## config.mk

```make
export PLATFORM = sky130hd
export DESIGN_NAME = if_stage
export DESIGN_NICKNAME = d
export VERILOG_FILES = /design/src/rtl/fetch_pkg.sv /design/src/rtl/fetch_queue.sv /design/src/rtl/if_stage.sv
export SDC_FILE = /design/constraint.sdc
export NUM_CORES = 1
export LEC_CHECK = 0
export CORE_MARGIN = 4
export CORE_UTILIZATION = 55
export DETAILED_ROUTE_END_ITERATION = 12
export PLACE_DENSITY = 0.83
export SYNTH_ARGS = -nofsm -noshare
export SYNTH_HDL_FRONTEND = slang
export SYNTH_SLANG_ARGS = --single-unit
```

## constraint.sdc

```tcl
create_clock -name clk -period 7.7 [get_ports clk]
set_clock_uncertainty 0.05 [all_clocks]
set_input_delay 1.925 -clock clk [delete_from_list [all_inputs] [get_ports clk]]
set_output_delay 1.925 -clock clk [all_outputs]
set_load 0.01 [all_outputs]
```

## src/rtl/fetch_pkg.sv

```systemverilog
// Shared fetch-stage types and helpers.
//   fq_entry_t : one fetch-queue entry {pc, inst, jump}
//   OPC_JAL    : major opcode (inst[6:2]) of JAL
//   j_imm      : sign-extended J-type immediate from inst[31:12]
package fetch_pkg;

  localparam int unsigned XLEN = 32;

  localparam logic [4:0] OPC_JAL = 5'b11011;

  typedef struct packed {
    logic [XLEN-1:0] pc;
    logic [XLEN-1:0] inst;
    logic            jump;
  } fq_entry_t;

  // hi is inst[31:12]; result is {imm[20:1], 1'b0} sign-extended to XLEN
  function automatic logic [XLEN-1:0] j_imm(input logic [19:0] hi);
    return {{12{hi[19]}}, hi[7:0], hi[8], hi[18:9], 1'b0};
  endfunction

endpackage

```

## src/rtl/fetch_queue.sv

```systemverilog
// Small FIFO of fetch entries with registered head outputs.
//   clk, rst         : clock, async active-high reset
//   enq, enq_data    : push one entry
//   deq              : pop the head (ignored when empty)
//   flush            : clear the queue, wins over enq/deq
//   count            : current occupancy
//   head_valid, head : registered head of the queue
module fetch_queue
  import fetch_pkg::*;
#(
  parameter int unsigned DEPTH = 4
) (
  input  logic                   clk,
  input  logic                   rst,
  input  logic                   enq,
  input  fq_entry_t              enq_data,
  input  logic                   deq,
  input  logic                   flush,
  output logic [$clog2(DEPTH):0] count,
  output logic                   head_valid,
  output fq_entry_t              head
);

  localparam int unsigned PTR_W = $clog2(DEPTH);
  localparam int unsigned CNT_W = PTR_W + 1;

  fq_entry_t        mem [DEPTH];
  logic [PTR_W-1:0] rd_ptr;
  logic [PTR_W-1:0] wr_ptr;
  logic [PTR_W-1:0] rd_next;
  logic [PTR_W-1:0] wr_next;
  logic [CNT_W-1:0] count_next;
  logic             do_enq;
  logic             do_deq;

  // Next pointers/count; pointers wrap naturally since DEPTH is a power of two
  always_comb begin
    do_enq     = enq && !flush;
    do_deq     = deq && !flush && (count != '0);
    rd_next    = rd_ptr + PTR_W'(do_deq);
    wr_next    = wr_ptr + PTR_W'(do_enq);
    count_next = count + CNT_W'(do_enq) - CNT_W'(do_deq);
    if (flush) begin
      rd_next    = '0;
      wr_next    = '0;
      count_next = '0;
    end
  end

  // Entry storage
  always_ff @(posedge clk) begin
    if (do_enq) begin
      mem[wr_ptr] <= enq_data;
    end
  end

  // Control state and registered head; an entry written into the slot that
  // becomes the head this cycle is forwarded from enq_data
  always_ff @(posedge clk or posedge rst) begin
    if (rst) begin
      rd_ptr     <= '0;
      wr_ptr     <= '0;
      count      <= '0;
      head_valid <= 1'b0;
      head       <= '0;
    end else begin
      rd_ptr     <= rd_next;
      wr_ptr     <= wr_next;
      count      <= count_next;
      head_valid <= (count_next != '0);
      if (!flush) begin
        head <= (do_enq && (wr_ptr == rd_next)) ? enq_data : mem[rd_next];
      end
    end
  end

endmodule

```

## src/rtl/if_stage.sv

```systemverilog
// Instruction fetch stage: PC generation, credit-based in-order memory
// requests, JAL predecode with static taken redirect, wrong-path response
// dropping and a fetch queue feeding decode.
//   clk, rst                     : clock, async active-high reset
//   im_req_valid/addr/ready      : instruction memory request
//   im_resp_valid/inst           : in-order, never-stalled responses
//   mispredict, redirect_pc      : back-end redirect
//   stall, DC_ready              : decode hold / accept
//   IF_valid, DC_in_pc/inst/jump : queue head presented to decode
module if_stage
  import fetch_pkg::*;
#(
  parameter int unsigned FQ_DEPTH = 4,
  parameter logic [31:0] RESET_PC = 32'h0000_0000
) (
  input  logic        clk,
  input  logic        rst,
  output logic        im_req_valid,
  output logic [31:0] im_req_addr,
  input  logic        im_req_ready,
  input  logic        im_resp_valid,
  input  logic [31:0] im_resp_inst,
  input  logic        mispredict,
  input  logic [31:0] redirect_pc,
  input  logic        stall,
  input  logic        DC_ready,
  output logic        IF_valid,
  output logic [31:0] DC_in_pc,
  output logic [31:0] DC_in_inst,
  output logic        DC_in_jump
);

  localparam int unsigned CNT_W = $clog2(FQ_DEPTH) + 1;
  localparam int unsigned SUM_W = CNT_W + 1;

  logic [31:0]      fetch_pc;
  logic [31:0]      resp_pc;
  logic [31:0]      fetch_pc_next;
  logic [31:0]      resp_pc_next;
  logic [31:0]      jal_target;
  logic [CNT_W-1:0] outstanding;
  logic [CNT_W-1:0] drop_cnt;
  logic [CNT_W-1:0] out_next;
  logic [CNT_W-1:0] drop_next;
  logic [CNT_W-1:0] fq_count;
  logic [SUM_W-1:0] credit_used;
  logic             req_fire;
  logic             resp_keep;
  logic             resp_jump;
  logic             jal_taken;
  logic             deq;
  logic             head_valid;
  fq_entry_t        enq_data;
  fq_entry_t        head;

  // Credit, predecode and next-state for the PC/counter registers
  always_comb begin
    credit_used  = SUM_W'(outstanding) + SUM_W'(fq_count);
    // Every in-flight response has a reserved queue slot
    im_req_valid = (credit_used < SUM_W'(FQ_DEPTH)) && !mispredict;
    req_fire     = im_req_valid && im_req_ready;
    out_next     = outstanding + CNT_W'(req_fire) - CNT_W'(im_resp_valid);
    resp_jump    = (im_resp_inst[6:2] == OPC_JAL);
    resp_keep    = im_resp_valid && (drop_cnt == '0) && !mispredict;
    jal_taken    = resp_keep && resp_jump;
    jal_target   = resp_pc + j_imm(im_resp_inst[31:12]);
    enq_data     = '{pc: resp_pc, inst: im_resp_inst, jump: resp_jump};
    deq          = head_valid && DC_ready && !stall;

    fetch_pc_next = req_fire ? (fetch_pc + 32'd4) : fetch_pc;
    resp_pc_next  = resp_keep ? (resp_pc + 32'd4) : resp_pc;
    drop_next     = (im_resp_valid && (drop_cnt != '0)) ? (drop_cnt - CNT_W'(1)) : drop_cnt;

    // Any redirect turns every still-outstanding request into wrong path
    if (mispredict) begin
      fetch_pc_next = redirect_pc;
      resp_pc_next  = redirect_pc;
      drop_next     = out_next;
    end else if (jal_taken) begin
      fetch_pc_next = jal_target;
      resp_pc_next  = jal_target;
      drop_next     = out_next;
    end
  end

  // PC and counter registers
  always_ff @(posedge clk or posedge rst) begin
    if (rst) begin
      fetch_pc    <= RESET_PC;
      resp_pc     <= RESET_PC;
      outstanding <= '0;
      drop_cnt    <= '0;
    end else begin
      fetch_pc    <= fetch_pc_next;
      resp_pc     <= resp_pc_next;
      outstanding <= out_next;
      drop_cnt    <= drop_next;
    end
  end

  fetch_queue #(
    .DEPTH (FQ_DEPTH)
  ) u_fq (
    .clk        (clk),
    .rst        (rst),
    .enq        (resp_keep),
    .enq_data   (enq_data),
    .deq        (deq),
    .flush      (mispredict),
    .count      (fq_count),
    .head_valid (head_valid),
    .head       (head)
  );

  assign im_req_addr = fetch_pc;
  assign IF_valid    = head_valid;
  assign DC_in_pc    = head.pc;
  assign DC_in_inst  = head.inst;
  assign DC_in_jump  = head.jump;

endmodule

```

== Yosys cells after proc, flatten, opt, wreduce, memory -nomap -nowiden ==
Memories as Yosys holds them, arrays and structs flattened. A register that Yosys moved wholly into a read port is not among the register bits.
Cells that the tools add are included.
Operators by class
  eq/ne operators: 1
  add/subtract/negate cells: 11
  order comparisons: 1
  mux-type cells: 14
  reductions and logical operators: 21
Operator list (count)
  $mux 32: 6
  $add 32x3->32 const B: 2
  $add 32x32->32: 1
  $reduce_bool 3->1: 6
  $mux 3: 4
  $logic_and 1x1->1: 11
  $add 3x1->3: 2
  $sub 3x1->3: 2
  $eq 5x5->1 const B: 1
  $add 2x1->2: 2
  $add 3x3->4: 1
  $lt 4x3->1 const B: 1
  $mux 2: 2
  $logic_not 1->1: 3
  $logic_not 3->1: 1
  $sub 3x1->3 const B: 1
  $mux 1: 2
Storage, ports and cells
  word-level logic and storage cells: 57
  register bits after elaboration: 78
  RAM bits: 260
  memories kept: 1
Memory list
  u_fq.mem: words 4, bits a word 65, rd ports 1, clocked after Yosys merged registers in 1, wr ports 1, line fetch_queue.sv:27  | fq_entry_t mem [DEPTH];

== Logic depth before layout (Yosys ltp) ==
Gate-level depths: netlist (run 1).
  depth in word-level cells: 8
  depth in mapped cells: 14
  depth with buffers taken out: 12

== By module ==
From an unflattened synthesis (run 1), not the netlist that was laid out.
Unflattened totals
  cells, all modules: 1878
  area total of the unflattened synthesis: 20529.7 sq um
Modules (own cells, without submodules)
  fetch_queue: cells an instance 1039, times used 1, area each 13960.9 sq um
  if_stage: cells an instance 839, times used 1, area each 6568.8 sq um

== Worst setup path before layout (run 1) ==
No wires, ideal clock.
  path type: input to register
  from: input mispredict
  to: memory u_fq.mem[0][0] (netlist name) (enable)
  buffers on the path: 0
  setup time: 568 ps
  setup slack: 473 ps
  arrival time: 6609 ps
  stages: 3
  cells stage by stage: inv_1 -> nand3_1 -> nor3_1
Between the ends
  longest elaborated chain between the ends: 5
Ends and longest elaborated chain
  from (decl): line if_stage.sv:23  | input logic mispredict,
  $logic_not 1->1 *: line fetch_queue.sv:38, if_stage.sv:64
  $logic_and 1x1->1: line if_stage.sv:64  | resp_keep = im_resp_valid && (drop_cnt == '0) && !mispredict;
  $logic_and 1x1->1 *: line fetch_queue.sv:38  | do_enq = enq && !flush;
  $mux 1 *: line fetch_queue.sv:52  | if (do_enq) begin
  $mux 1 (implied by the code) *: line fetch_queue.sv:53  | mem[wr_ptr] <= enq_data;
  to (decl): line fetch_queue.sv:27
Every way passes the cells marked *; elsewhere a longest branch is shown, timed or not.

== Final worst setup path (run 1) ==
  from: input mispredict
  to: output im_req_valid
Between the ends
  longest elaborated chain between the ends: 2
Ends and longest elaborated chain
  $logic_not 1->1: line if_stage.sv:60  | im_req_valid = (credit_used < SUM_W'(FQ_DEPTH)) && !mispredict;
  $logic_and 1x1->1: line if_stage.sv:60
  to (decl): line if_stage.sv:18  | output logic im_req_valid,
Every way passes these cells.

==> results.yml, run 1 <==
outcome:
  outcome: "completed"
die:
  dieArea_um2: 37600
  die_x_um: 194
  io_pins: 170
  core_um2: 33800
  rows: 67
  initial_core_util_pct: 56.2
  die_y_um: 194
sta:
  max_freq_ghz: 0.181
  finalSetupViolCount: 0
  period_needed_ps: 5530
  hold_violations: 0
  slew-limit-headroom_pct: 30.2
  rsz0062_at_grt: "no"
  post-route-period-util_pct: 71.8
  maxSlewViolCount: 0
  fin_setup_tns_ps: 0
  worstMarginPinSlew_ps: 1050
  timing.final.ws_setup_ps: 2170
synth:
  synth_top_area_share_pct: 41.1
  syn_area_um2: 19000
  muxShareOfSynthArea_pct: 10.9
  yosysUniqueCellTypes: 75
  synth_fa_ha_area_share_pct: 3.08
  ys_seq_area_share_pct: 59.9
  synthFlopType: "edfxtp_1"
  synth_area_leaders: "edfxtp_1, dfrtp_1, mux4_2"
  synth_xor_area_share_pct: 2.86
  synth_top_family_by_area: "compound AO/OA/AOI/OAI gates"
  synth_top_area_cell: "edfxtp_1"
  syn-num-nets: 1605
  synth_common_cells: "edfxtp_1, o21ai_0, nand2_1, dfrtp_1, nor2_1"
  synth_edf_count: 260
  synth-seq-cells: 403
  synth_compound_area_share_pct: 11.8
  yosysMostFrequentCell: "edfxtp_1"
  avgSynthCellArea_um2: 12.8
  syn_inst: 1489
  yosys_warnings: 0
  postSynth.asyncResetShare_pct: 35.5
  synth_simple_gate_area_share_pct: 9.07
clocking:
  path_clk_slew_ps: 60
  cts_tree: "done"
  insertion_delay_ps: 550
  cts_hold_buf: 0
  cts_resized: 0
  post_cts_buffers: 0
  clock_path_buffers: 3
  htree_levels: 2
  clockRootBuffer: "clkbuf_16"
  cts_sinks: 403
  numCtsBuffers: 42
final_layout:
  finalNonFillerCells: 2127
  seq_area_um2: 11400
  drive_above_1_share_pct: 10.6
  final_util_pct: 66.7
  n_fill_cell: 2318
  nets: 1762
  multiInputGateArea_um2: 7230
  diodes: 0
  area_growth_pct: 18.6
  design_area_um2: 22500
grt:
  grt_pass1_wl_um: 78800
  overflow: 0
  grt_pass1_vias: 13621
  grt_max_degree: 96
  antenna_found_initial: 0
  grt_usage_pct: 26.3
setup_path:
  cp_cell_sequence: "buf_6, or4_1, a31oi_1, clkdlybuf4s50_1"
  arrival_ps: 3550
  ff2ff_path_depth: 9
  max_stage_delay_ps: 590
  crit_slowest_cell: "or4_1"
  required_ps: 5730
  cp_max_fo: 90
  startpoint_type: "input pin"
  critPathKind: "input pin to primary output"
  end_kind: "primary output"
drt:
  drt_wl_total_um: 50300
  viasPerCell: 6.37
  initialDrtViolationCount: 1798
  wl_per_cell_um: 23.6
  dr.pass1.iters: 6
  drc: 0
  ant_nets: 0
  vias: 13555
power:
  irDropWorstVdd_uv: 159
  p_leak_nw: 8.44
  power.density_nw_per_um2: 254
worst_hold_path:
  hold_path_class: "flip-flop to flip-flop"
  min_path_cells: 2
place:
  place.gp.congestion: 0.903
  dp_hpwl_um: 32400
  place_ws_ps: 2170
  dp_cells: 2050
  placed_cell_area_um2: 21200
  portBuffers: 169
run:
  drv_cap: 0
-- logic make-up (layout without fill, tap and decap cells) --
logic type / after synthesis / after routing
compound gates: 373 / 373
xor+xnor: 62 / 62
fa+ha+maj: 45 / 45
buf+inv: 110 / 300
flops: 403 / 403
mux: 126 / 126
simple gates: 370 / 370
-- path summary, 6_finish.rpt --
check                              startpoint            end  slack (ps)
worst max register to register  u_fq.count[1]   u_fq.head[7]        4060
max in group asynchronous                 rst    resp_pc[24]        4420
worst min-delay path            u_fq.head[37]  u_fq.head[37]         440
worst max-delay path               mispredict   im_req_valid        2170
worst min register to register  u_fq.head[37]  u_fq.head[37]         440
min in group asynchronous                 rst   u_fq.head[9]        1940
-- final cells by class --
| type | count | area share, % |
|---|---|---|
| Inverter | 30 | 0.522 |
| Tap cell | 448 | 2.49 |
| Clock buffer | 57 | 5.05 |
| Sequential cell | 403 | 50.5 |
| Clock inverter | 20 | 1.04 |
| Timing Repair Buffer | 193 | 8.31 |
| Multi-Input combinational cell | 976 | 32.1 |
-- power breakdown --
group / switching (W) / internal, W / total, W
clock network: 0.000842 / 0.00115 / 0.00199
registers: 0.000190 / 0.00248 / 0.00267
logic: 0.000584 / 0.000477 / 0.00106
total: 0.00162 / 0.00411 / 0.00573
-- per-layer routing --
metal | track usage, % | wire (µm)
met3 | 4.34 | 4510
met4 | 8.49 | 1520
met5 | 0 | 0
met2 | 42.1 | 23800
met1 | 37.3 | 20400
-- critical path, delay by kind of cell --
kind / cells / cell delay (ps)
AOI/OAI and AO/OA: 1 / 210
and+or+nand+nor: 1 / 590
buffers and inverters: 2 / 820
-- through the flow --
stage                     hold WS, ps  power, W
after floorplan                   426   0.00329
after global placement            418   0.00371
after detailed placement          425   0.00375
after CTS                         440   0.00574
after global routing              464   0.00597
final                             435   0.00573
-- flip-flops by register name, indices dropped and copies added (netlist names) --
name and flops:
u_fq.mem 260, u_fq.head 65, drop_cnt 3, u_fq.rd_ptr 2, outstanding 3, u_fq.wr_ptr 2
resp_pc 32, im_req_addr 32, u_fq.head_valid 1, u_fq.count 3
-- cells in the final DEF, fill, tap and decap left out, types with 34 or more instances in the layout --
cell type / Yosys / routed
mux4_2: 65 / 65
nand2_1: 144 / 144
nor2_1: 88 / 85
clkdlybuf4s50_1: 0 / 168
xnor2_1: 38 / 38
clkbuf_16: 0 / 42
nand3_1: 35 / 34
mux2i_1: 60 / 60
dfrtp_1: 143 / 143
edfxtp_1: 260 / 260
ha_1: 42 / 42
o21ai_0: 146 / 146
a21oi_1: 85 / 85
No activity file was read; power rests on OpenSTA's default activity.
==> run 2: changes to the inputs <==
--- a/config.mk
+++ b/config.mk
@@ -6,9 +6,9 @@
 export NUM_CORES = 1
 export LEC_CHECK = 0
 export CORE_MARGIN = 4
-export CORE_UTILIZATION = 55
+export CORE_UTILIZATION = 52
 export DETAILED_ROUTE_END_ITERATION = 12
-export PLACE_DENSITY = 0.83
+export PLACE_DENSITY = 0.82
 export SYNTH_ARGS = -nofsm -noshare
 export SYNTH_HDL_FRONTEND = slang
 export SYNTH_SLANG_ARGS = --single-unit
==> constraint.sdc (replaced) <==
create_clock -name clk -period 4.47 [get_ports clk]
set_clock_uncertainty 0.05 [all_clocks]
set_input_delay 1.1175 -clock clk [delete_from_list [all_inputs] [get_ports clk]]
set_output_delay 1.1175 -clock clk [all_outputs]
set_load 0.01 [all_outputs]
==> results.yml, run 2 (synthesis gave the netlist of run 1 again) <==
final_layout:
  n_fill_cell: 2608
  final_common_cell: "edfxtp_1"
  layout_common_cells: "edfxtp_1, clkdlybuf4s50_1, o21ai_0, nand2_1, dfrtp_1"
  area_growth_pct: 19.5
  nets: 1776
  finalNonFillerCells: 2154
  drive_above_1_share_pct: 11.1
  largest_reg_flops: 260
  regMostFlops: "u_fq.mem"
  largestRegisters: "u_fq.mem (260), u_fq.head (65)"
sta:
  hold_violations: 0
  worstMarginPinSlew_ps: 1050
  rsz0062_at_grt: "no"
  finalSetupViolCount: 0
  post-route-period-util_pct: 85.0
  maxSlewViolCount: 0
  max_freq_ghz: 0.263
  period_needed_ps: 3800
  fin_setup_tns_ps: 0
  holdWs_ps: 432
  slew-limit-headroom_pct: 29.7
die:
  core_um2: 35800
  die_y_um: 199
  die_x_um: 199
  dieArea_um2: 39700
  initial_core_util_pct: 53.0
  rows: 69
  io_pins: 170
place:
  portBuffers: 169
  place.gp.congestion: 0.931
  dp_hpwl_um: 33500
  dp_cells: 2078
setup_path:
  end_kind: "flip-flop"
  r2r_slack_ps: 1240
  cpLargestDelayFamily: "compound AO/OA/AOI/OAI gates"
  r2r_end: "resp_pc[31]"
  max_stage_delay_ps: 560
  ff2ff_path_depth: 11
  critPathCapture: "resp_pc[31]"
  crit_slowest_cell: "clkdlybuf4s50_1"
  cp_cell_sequence: "clkdlybuf4s50_1, ha_1, inv_1, fa_1, nor2b_1, o211ai_1, and3_1, o211ai_2, o31ai_2, o41a_1, mux2i_1, a31oi_1"
  critPathKind: "input pin to flip-flop"
  cp_max_fo: 6
  arrival_ps: 4160
  startpoint_type: "input pin"
  rr_startpoint: "resp_pc[1]"
  critPathLaunch: "im_resp_inst[21]"
  cp.buffers_inverters: 2
  required_ps: 4830
  cp_num_cells: 12
clocking:
  cts_resized: 0
  clock_path_buffers: 3
  path_clk_slew_ps: 60
  htree_levels: 2
  insertion_delay_ps: 560
  cts_hold_buf: 0
  cts_sinks: 403
  numCtsBuffers: 41
  cts_tree: "done"
  clockRootBuffer: "clkbuf_16"
  post_cts_buffers: 0
power:
  irDropWorstVdd_uv: 255
  power.switching_w: 0.00276
  power.density_nw_per_um2: 427
  pwr-share-clk_pct: 33.3
  p_leak_nw: 8.50
  internal-power_w: 0.00693
  combPwrFrac_pct: 19.3
  p_sw_share_pct: 28.5
  seq_power_share_pct: 47.4
  p_total_w: 0.00969
drt:
  ant_nets: 0
  drc: 0
  wl_per_cell_um: 23.1
  drt_wl_total_um: 49700
  dr.pass1.iters: 7
  initialDrtViolationCount: 1307
  viasPerCell: 6.19
  vias: 13331
worst_hold_path:
  min_path_cells: 2
  hold_path_class: "flip-flop to flip-flop"
outcome:
  outcome: "completed"
grt:
  antenna_found_initial: 1
  overflow: 0
  grt_max_degree: 208
  grt_pass1_wl_um: 77000
  grt_pass1_vias: 13145
  grt_usage_pct: 25.1
run:
  drv_cap: 0
## run 2: layer usage
metal	global-route usage, %	vias up	part of all wire [%]
li1	-	6022	-
met1	37.0	6559	42
met2	38.9	661	47
met3	4.42	89	8.6
met4	7.32	0	2.6
met5	0	-	0
## run 2: final cells by class
type | instances | area (µm²) | area share (%)
Multi-Input combinational cell | 976 | 7230 | 31.9
Tap cell | 461 | 577 | 2.54
Clock buffer | 59 | 1110 | 4.90
Sequential cell | 403 | 11400 | 50.1
Antenna cell | 1 | 2.50 | 0.0110
Inverter | 30 | 116 | 0.513
Clock inverter | 16 | 154 | 0.678
Timing Repair Buffer | 208 | 2120 | 9.35
## run 2: tightest hold or removal path: cells and delay by family (launching register included)
| kind | cells | cell delay (ps) |
|---|---|---|
| DFF | 1 | 340 |
| and+or+nand+nor | 1 | 50 |
| AOI/OAI and AO/OA | 1 | 60 |
## run 2: how the worst min path moves through the flow
stage / slack (ps) / startpoint / endpoint
2_1_floorplan: 430 / resp_pc[0] / u_fq.mem[0][33]
3_3_place_gp: 420 / u_fq.head[8] / u_fq.head[8]
3_5_place_dp: 420 / u_fq.head[22] / u_fq.head[22]
4_1_cts: 440 / u_fq.head[34] / u_fq.head[34]
5_1_grt: 450 / u_fq.head[31] / u_fq.head[31]
6_report: 430 / u_fq.head[0] / u_fq.head[0]
## run 2: through the flow
step	area, µm²	setup WS, ps	util [%]
2_1_floorplan	19000	45.0	-
3_3_place_gp	21400	245	59.8
3_5_place_dp	21400	160	59.8
4_1_cts	22700	727	63.4
5_1_grt	22700	507	63.4
6_report	22700	672	63.4
## run 2: power by group through the flow
stage / logic [W] / clock network, W / registers [W]
6_report: 0.00187 / 0.00323 / 0.00459
3_3_place_gp: 0.00182 / 0 / 0.00463
3_5_place_dp: 0.00185 / 0 / 0.00465
5_1_grt: 0.00204 / 0.00345 / 0.00462
2_1_floorplan: 0.00105 / 0 / 0.00461
4_1_cts: 0.00187 / 0.00328 / 0.00458
